<file path="src/rtl/qspi_arb.sv">
// N-channel line-transfer arbiter in front of the single QSPI controller.
// Define QSPI_ARB_RR_EN for round-robin selection; otherwise lowest channel wins.
module qspi_arb #(
  parameter int NCH         = 2,
  parameter int PA          = 22,
  parameter int LINE_LENGTH = 4,
  localparam int TW         = PA - $clog2(LINE_LENGTH),
  localparam int CW         = $clog2(NCH)
) (
  input  logic              clk,
  input  logic              reset,
  input  logic [NCH-1:0]    req,
  input  logic [NCH-1:0]    write,
  input  logic [NCH*TW-1:0] tag,
  output logic [NCH-1:0]    gnt,
  output logic [NCH-1:0]    done,
  output logic              m_req,
  output logic              m_write,
  output logic [TW-1:0]     m_tag,
  output logic [CW-1:0]     m_ch,
  output logic              m_mem,
  input  logic              m_done
);

  typedef enum logic [1:0] {IDLE, BUSY, RELEASE} state_t;

  state_t          state, state_nx;
  logic [CW-1:0]   lp, win;
  logic [NCH-1:0]  gnt_nx;
  logic [TW-1:0]   tag_sel;
  logic            write_sel;
  logic            grant_en, release_en;

  // winner selection over the live request vector
`ifdef QSPI_ARB_RR_EN
  int dist, best;
  always_comb begin
    win  = '0;
    dist = 0;
    best = NCH;
    for (int i = 0; i < NCH; i++) begin
      if (req[i]) begin
        // distance from the slot just after the last grant, wrapping
        dist = (i + NCH - 1 - int'(lp)) % NCH;
        if (dist < best) begin
          best = dist;
          win  = CW'(i);
        end
      end
    end
  end
`else
  logic unused_lp;
  assign unused_lp = ^lp;
  always_comb begin
    win = '0;
    for (int i = NCH - 1; i >= 0; i--) begin
      if (req[i]) win = CW'(i);
    end
  end
`endif

  always_comb begin
    tag_sel   = '0;
    write_sel = 1'b0;
    gnt_nx    = '0;
    for (int i = 0; i < NCH; i++) begin
      if (win == CW'(i)) begin
        tag_sel   = tag[i*TW +: TW];
        write_sel = write[i];
        gnt_nx[i] = 1'b1;
      end
    end
  end

  always_comb begin
    state_nx   = state;
    grant_en   = 1'b0;
    release_en = 1'b0;
    done       = '0;
    case (state)
      IDLE: begin
        if (|req) begin
          grant_en = 1'b1;
          state_nx = BUSY;
        end
      end
      BUSY: begin
        if (m_done) begin
          done       = gnt;
          release_en = 1'b1;
          state_nx   = RELEASE;
        end
      end
      RELEASE: state_nx = IDLE;
      default: state_nx = IDLE;
    endcase
  end

  // grant/attribute registers; attributes stay latched after release
  always_ff @(posedge clk or posedge reset) begin
    if (reset) begin
      state   <= IDLE;
      gnt     <= '0;
      m_req   <= 1'b0;
      m_write <= 1'b0;
      m_tag   <= '0;
      m_ch    <= '0;
      lp      <= CW'(NCH - 1);
    end else begin
      state <= state_nx;
      if (grant_en) begin
        gnt     <= gnt_nx;
        m_req   <= 1'b1;
        m_write <= write_sel;
        m_tag   <= tag_sel;
        m_ch    <= win;
        lp      <= win;
      end else if (release_en) begin
        gnt   <= '0;
        m_req <= 1'b0;
      end
    end
  end

  assign m_mem = (m_tag[TW-1 -: 8] == 8'hff);

endmodule

</file>
<file path="config.mk">
export PLATFORM = sky130hd
export DESIGN_NAME = qspi_arb
export DESIGN_NICKNAME = d
export VERILOG_FILES = /design/src/rtl/qspi_arb.sv
export SDC_FILE = /design/constraint.sdc
export NUM_CORES = 1
export LEC_CHECK = 0
export ABC_CLOCK_PERIOD_IN_PS = 2000
export BUFFER_PORTS_ARGS = -buffer_cell sky130_fd_sc_hd__buf_2
export CORE_MARGIN = 2
export CORE_UTILIZATION = 45
export DETAILED_ROUTE_END_ITERATION = 8
export GPL_TIMING_DRIVEN = 0
export PLACE_DENSITY = 0.79
export SLEW_MARGIN = 20
export SYNTH_ARGS = -nofsm -noshare
export SYNTH_HDL_FRONTEND = slang
export SYNTH_SLANG_ARGS = --single-unit
</file>
<file path="constraint.sdc">
create_clock -name clk -period 2 [get_ports clk]
set_input_delay 0.2 -clock clk [delete_from_list [all_inputs] [get_ports clk]]
set_output_delay 0.2 -clock clk [all_outputs]
set_load 0.03 [all_outputs]
</file>
[After elaboration in Yosys (flattened, before gate mapping)]
Cells that the tools add are included.
Word-level totals
  bits in registers: 27
  input port bits: 47
  output and inout bits: 28
  word-level logic and storage cells: 33
Cells by class
  reduce and logical (&&, ||, !) cells: 4
  mux-type cells: 19
  equal/unequal tests: 4
Operators by type and width (number)
  $mux W20: 1
  $mux W2: 6
  $mux W1: 11
  $eq A8 B8 Y1 const B: 1
  $ne A2 B2 Y1 const B: 2
  $pmux W2 S2: 1
  $eq A2 B1 Y1 const B: 1
  $logic_not A2 Y1: 1
  $reduce_and A2 Y1: 1
  $reduce_bool A2 Y1: 1
  $reduce_or A2 Y1: 1

[Depth between registers and ports, before layout]
  depth after elaboration: 4
  gate-level depth with buffers: 4
  mapped depth without buffers: 3

[Least setup slack after synthesis]
No wires, ideal clock.
  path type: reg2reg
  start: register state[0]
  end: register m_tag[0]
  clock period less this slack: 1409 ps
  library setup time: 125 ps
  arrival: 1284 ps
  cell stages (with the launch flop): 5
  data required time: 1875 ps
  slack: 591 ps
  path buffers: 1
  cells stage by stage: dfrtp_1 nor2_1 o21a_1 buf_6 mux2_4
Between the ends
  word-level cells in the longest chain between the ends: 2
Ends and longest elaborated chain
  start: declaration: RTL line 27  | state_t state, state_nx;
  start signal: assignment: RTL line 111  | state <= state_nx;
  $logic_not A2 Y1: RTL line 81  | case (state)
  $mux W1: RTL line 81
  end signal: assignment: RTL line 116  | m_tag <= tag_sel;
  end: declaration: RTL line 19  | output logic [TW-1:0] m_tag,
No other way between the ends.
A chain may end at the register's enable or synchronous reset.

[Worst setup path in the final report]
  start: register state[1]
  end: output done[0]
Between the ends
  word-level cells in the longest chain between the ends: 2
Ends and longest elaborated chain
  $eq A2 B1 Y1: RTL line 81
  $mux W2: RTL line 81
  end: declaration: RTL line 16  | output logic [NCH-1:0] done,
No other way between the ends.

==> impl_summary.md <==
Run status
The flow ran to the end, and the final reports show no timing, DRC or antenna violations.

Power and ir drop
The internal power of the cells totals between 1.5 and 2 mW. The share of total power dissipated in the clock network is 0.082. Of the total power, registers draw 0.347. In this run the power density over the cells is 1485 nW/um^2. Across the VDD grid, the largest voltage drop is between 0.6 and 0.7 mV. Summed over all nets, the switching power comes to between 1 and 1.5 mW. The reported leakage power is 1.057 nW. The share of total power dissipated in combinational logic is 0.572. The fraction of power spent switching nets is 0.4380.

Global route
Entering global routing, the biggest net connects 28 pins. After global routing the overflow that remains totals 0. For this run, the total global-route usage over all layers was measured as 0.1623. The initial antenna violation count is 0. The number of global-route vias before repair came to approximately 1100. The first global-routing pass estimated 4422 microns of wire.

Setup path
The worst setup path category is register to primary output. The worst reg2reg path endpoint is m_tag[16]. The data required time of the critical path is approximately 1800 ps. For this design, the slowest cell found on the critical path is sky130_fd_sc_hd__dfrtp_1. The number of cells on the worst reg-to-reg path is 4.

The delay of the slowest cell on the worst path is around 430 ps. The largest fanout on the critical path is 4. The capturing element type of the critical path is a primary output. The signal on the critical path passes through inv_1 > and3_1 > and2_1 > buf_2. The critical path startpoint category is a register. The startpoint identified for the worst register-to-register timing path is state[0]. The worst register-to-register path has a setup slack of 450 ps. STA puts the critical path data arrival time at about 1400 ps.

Detailed routing
The via-per-instance ratio is 4.791. In this run the remaining antenna-violating nets after routing total 0. Summed over all layers, the routed wires come to just under 3000 microns. The routed length per instance is 13.52 microns. The pre-antenna-repair detailed-routing pass consisted of 4 iterations. The detailed-route via count is roughly 1100. The iteration-0 DRC count of the detailed router is 4. For this run, design rule violations remaining after detail routing come to 0.

Clocking
The number of clock sinks seen by CTS is 27. The buffer depth of the longest clock path is 2. The clock buffer count from CTS is 3.

The latest clock arrival within the worst-skew pair is 320 ps. The CTS tree is yes. The clock transition at the registers of the reported paths is 140 ps. CTS built an H-tree with a depth of 1. Gates resized during post-CTS repair numbered 0. Clock tree synthesis selected as its root buffer the cell sky130_fd_sc_hd__clkbuf_4. The post-CTS setup buffer count is 0.

Timing
On the final layout, the worst clock skew is approximately 8.2 ps. The minimum hold slack is about 110 ps. The number of hold violations in the final report is 0. Setup violations remaining at the end of the flow were counted as 0. Of the available clock period, the critical path in the final layout requires 0.8049. The highest clock frequency the design can meet is 621.2 MHz. The transition time at the pin with the least slew margin is between 900 and 1000 ps. Across all setup checks in the final design, the least slack found is around 390 ps.

The aggregate negative setup slack is 0 ps. Counting I/O delays and the setup requirement, the final critical path takes 1610 ps. Setup repair after global routing left no endpoint under its margin. The number of max-slew violations in the final report is 0. Headroom to the max-slew limit came out at 0.3786.

Yosys
The register bit count reported by yosys is 27. The post-synthesis net count is between 100 and 150. In this run, distinct cell masters in the synthesized netlist total 17. The sequential area share after synthesis is 0.4569. The number of warnings printed during yosys synthesis is 0. The cell count after synthesis is 97. The post-synthesis area per instance is around 15 sq um. The synthesized cell area is ~1500 sq um.

Place
The total of buffers placed on input and output ports is 74. After detailed placement, the design holds a cell count of around 220. The detailed-placement wirelength estimate is 2365 microns. The cell area after placement is 1904 sq um.

The congestion estimate from routability-driven global placement came to about 0.7. The setup slack after placement is 442.8 ps.

Floorplanning
Row generation in the floorplan step produced 20 rows. In this run the vertical extent of the chip is around 61 microns. The core region is a little over 3000 sq um. The die is slightly above 60 microns wide. The number of I/O pins is 75.

The floorplan die area is between 3000 and 4000 sq um. The effective utilization at floorplan is 0.4805.

Layout
0 antenna diodes ended up in the layout. The top cell types in the final layout, fill and taps aside, are sky130_fd_sc_hd__buf_2, sky130_fd_sc_hd__mux2_4, sky130_fd_sc_hd__dfrtp_1. The share of final-layout standard cells stronger than drive strength 1 is 0.7159. With fillers left out, the area of the finished cells amounts to a little under 2000 sq um.

The final instance count without filler cells is between 200 and 250. The most common cell after layout, fill and taps aside is sky130_fd_sc_hd__buf_2. The count of fill cells added during filler insertion is roughly 250. The final layout net count is 224. From synthesis to final layout, the design area changed by 31.47%.

Job
Max-cap violations in this run came to 0.

Worst hold path
The worst min-delay path endpoint is m_ch. The class of the tightest hold or removal check is input pin to register. The launch instance of the worst min-delay path is req[0]. The worst hold path passes through 2 cells.
-- power by group through the flow --
stage          clock, mW  combinational (mW)  sequential [mW]
2_1_floorplan          0               0.724             1.51
3_3_place_gp           0                1.63            0.997
3_5_place_dp           0                1.66             1.01
4_1_cts            0.246                1.66             1.01
5_1_grt            0.274                1.74             1.04
6_report           0.236                1.65             1.00
-- stage by stage --
step | total power, mW | utilization
5_1_grt | 3.050 | 0.6317
3_3_place_gp | 2.631 | 0.6187
3_5_place_dp | 2.675 | 0.6187
4_1_cts | 2.918 | 0.6285
2_1_floorplan | 2.233 | -
6_report | 2.888 | 0.6317
-- layer usage --
| metal | global-route usage | share of wire |
|---|---|---|
| met1 | 0.1928 | 0.41 |
| met5 | 0 | 0 |
| met3 | 0.03361 | 0.093 |
| met2 | 0.2872 | 0.49 |
| met4 | 0.06211 | 0.0057 |
-- flip-flops by register name (all words and copies together), names as in the netlist --
name,count
m_write,1
m_tag,20
m_req,1
m_ch,1
gnt,2
state,2
-- layout make-up --
| type | instances | area (sq um) | area share |
|---|---|---|---|
| multi-input cells | 60 | 735.7 | 0.3784 |
| flip-flops and latches | 27 | 675.6 | 0.3475 |
| repair buffers | 75 | 380.4 | 0.1956 |
| well taps | 44 | 55.05 | 0.02831 |
| plain buffers | 4 | 45.04 | 0.02317 |
| clock buffers | 3 | 22.52 | 0.01158 |
| inverters | 6 | 22.52 | 0.01158 |
| clock inverters | 1 | 7.507 | 0.003861 |
-- critical path: cells and delay by family, from the launching register on --
family / cells / cell delay, ps
flops: 1 / 430
simple gates: 2 / 370
buf+inv: 2 / 300
-- synthesized netlist by cell type (all sizes together) --
master / n / area share
inv: 6 / 0.015
o32ai: 1 / 0.0059
and2: 2 / 0.0085
buf: 4 / 0.030
o21a: 1 / 0.0051
nand2b: 1 / 0.0093
nand4: 2 / 0.0085
a2bb2oi: 1 / 0.0059
mux2: 42 / 0.42
a31o: 1 / 0.0059
dfrtp: 27 / 0.46
and3: 1 / 0.0042
o21bai: 1 / 0.0051
nor2: 2 / 0.0051
a21oi: 4 / 0.014
o22ai: 1 / 0.0042
-- worst max path at each step --
stage              from        to  slack (ps)
5_1_grt        state[1]   done[0]         320
3_5_place_dp   state[0]  m_tag[3]         440
4_1_cts        state[1]   done[0]         380
2_1_floorplan  state[0]  m_tag[0]         590
3_3_place_gp   state[0]  m_tag[0]         470
6_report       state[1]   done[0]         390
-- cell families (layout without fill, tap and decap cells) --
group                  after synthesis  count (layout)  synth area share
flip-flops                          27              27            0.4569
AND/OR/NAND/NOR                      8               8           0.03553
buffers and inverters               10              89           0.04568
multiplexers                        42              42            0.4162
AO/OA/AOI/OAI                       10              10           0.04570
-- repair_timing --
action	CTS	global route
setup endpoints to repair	0	0
hold buffers	0	1
endpoints found under the hold margin	0	27
Note: power is estimated with default switching activity, not from simulation.
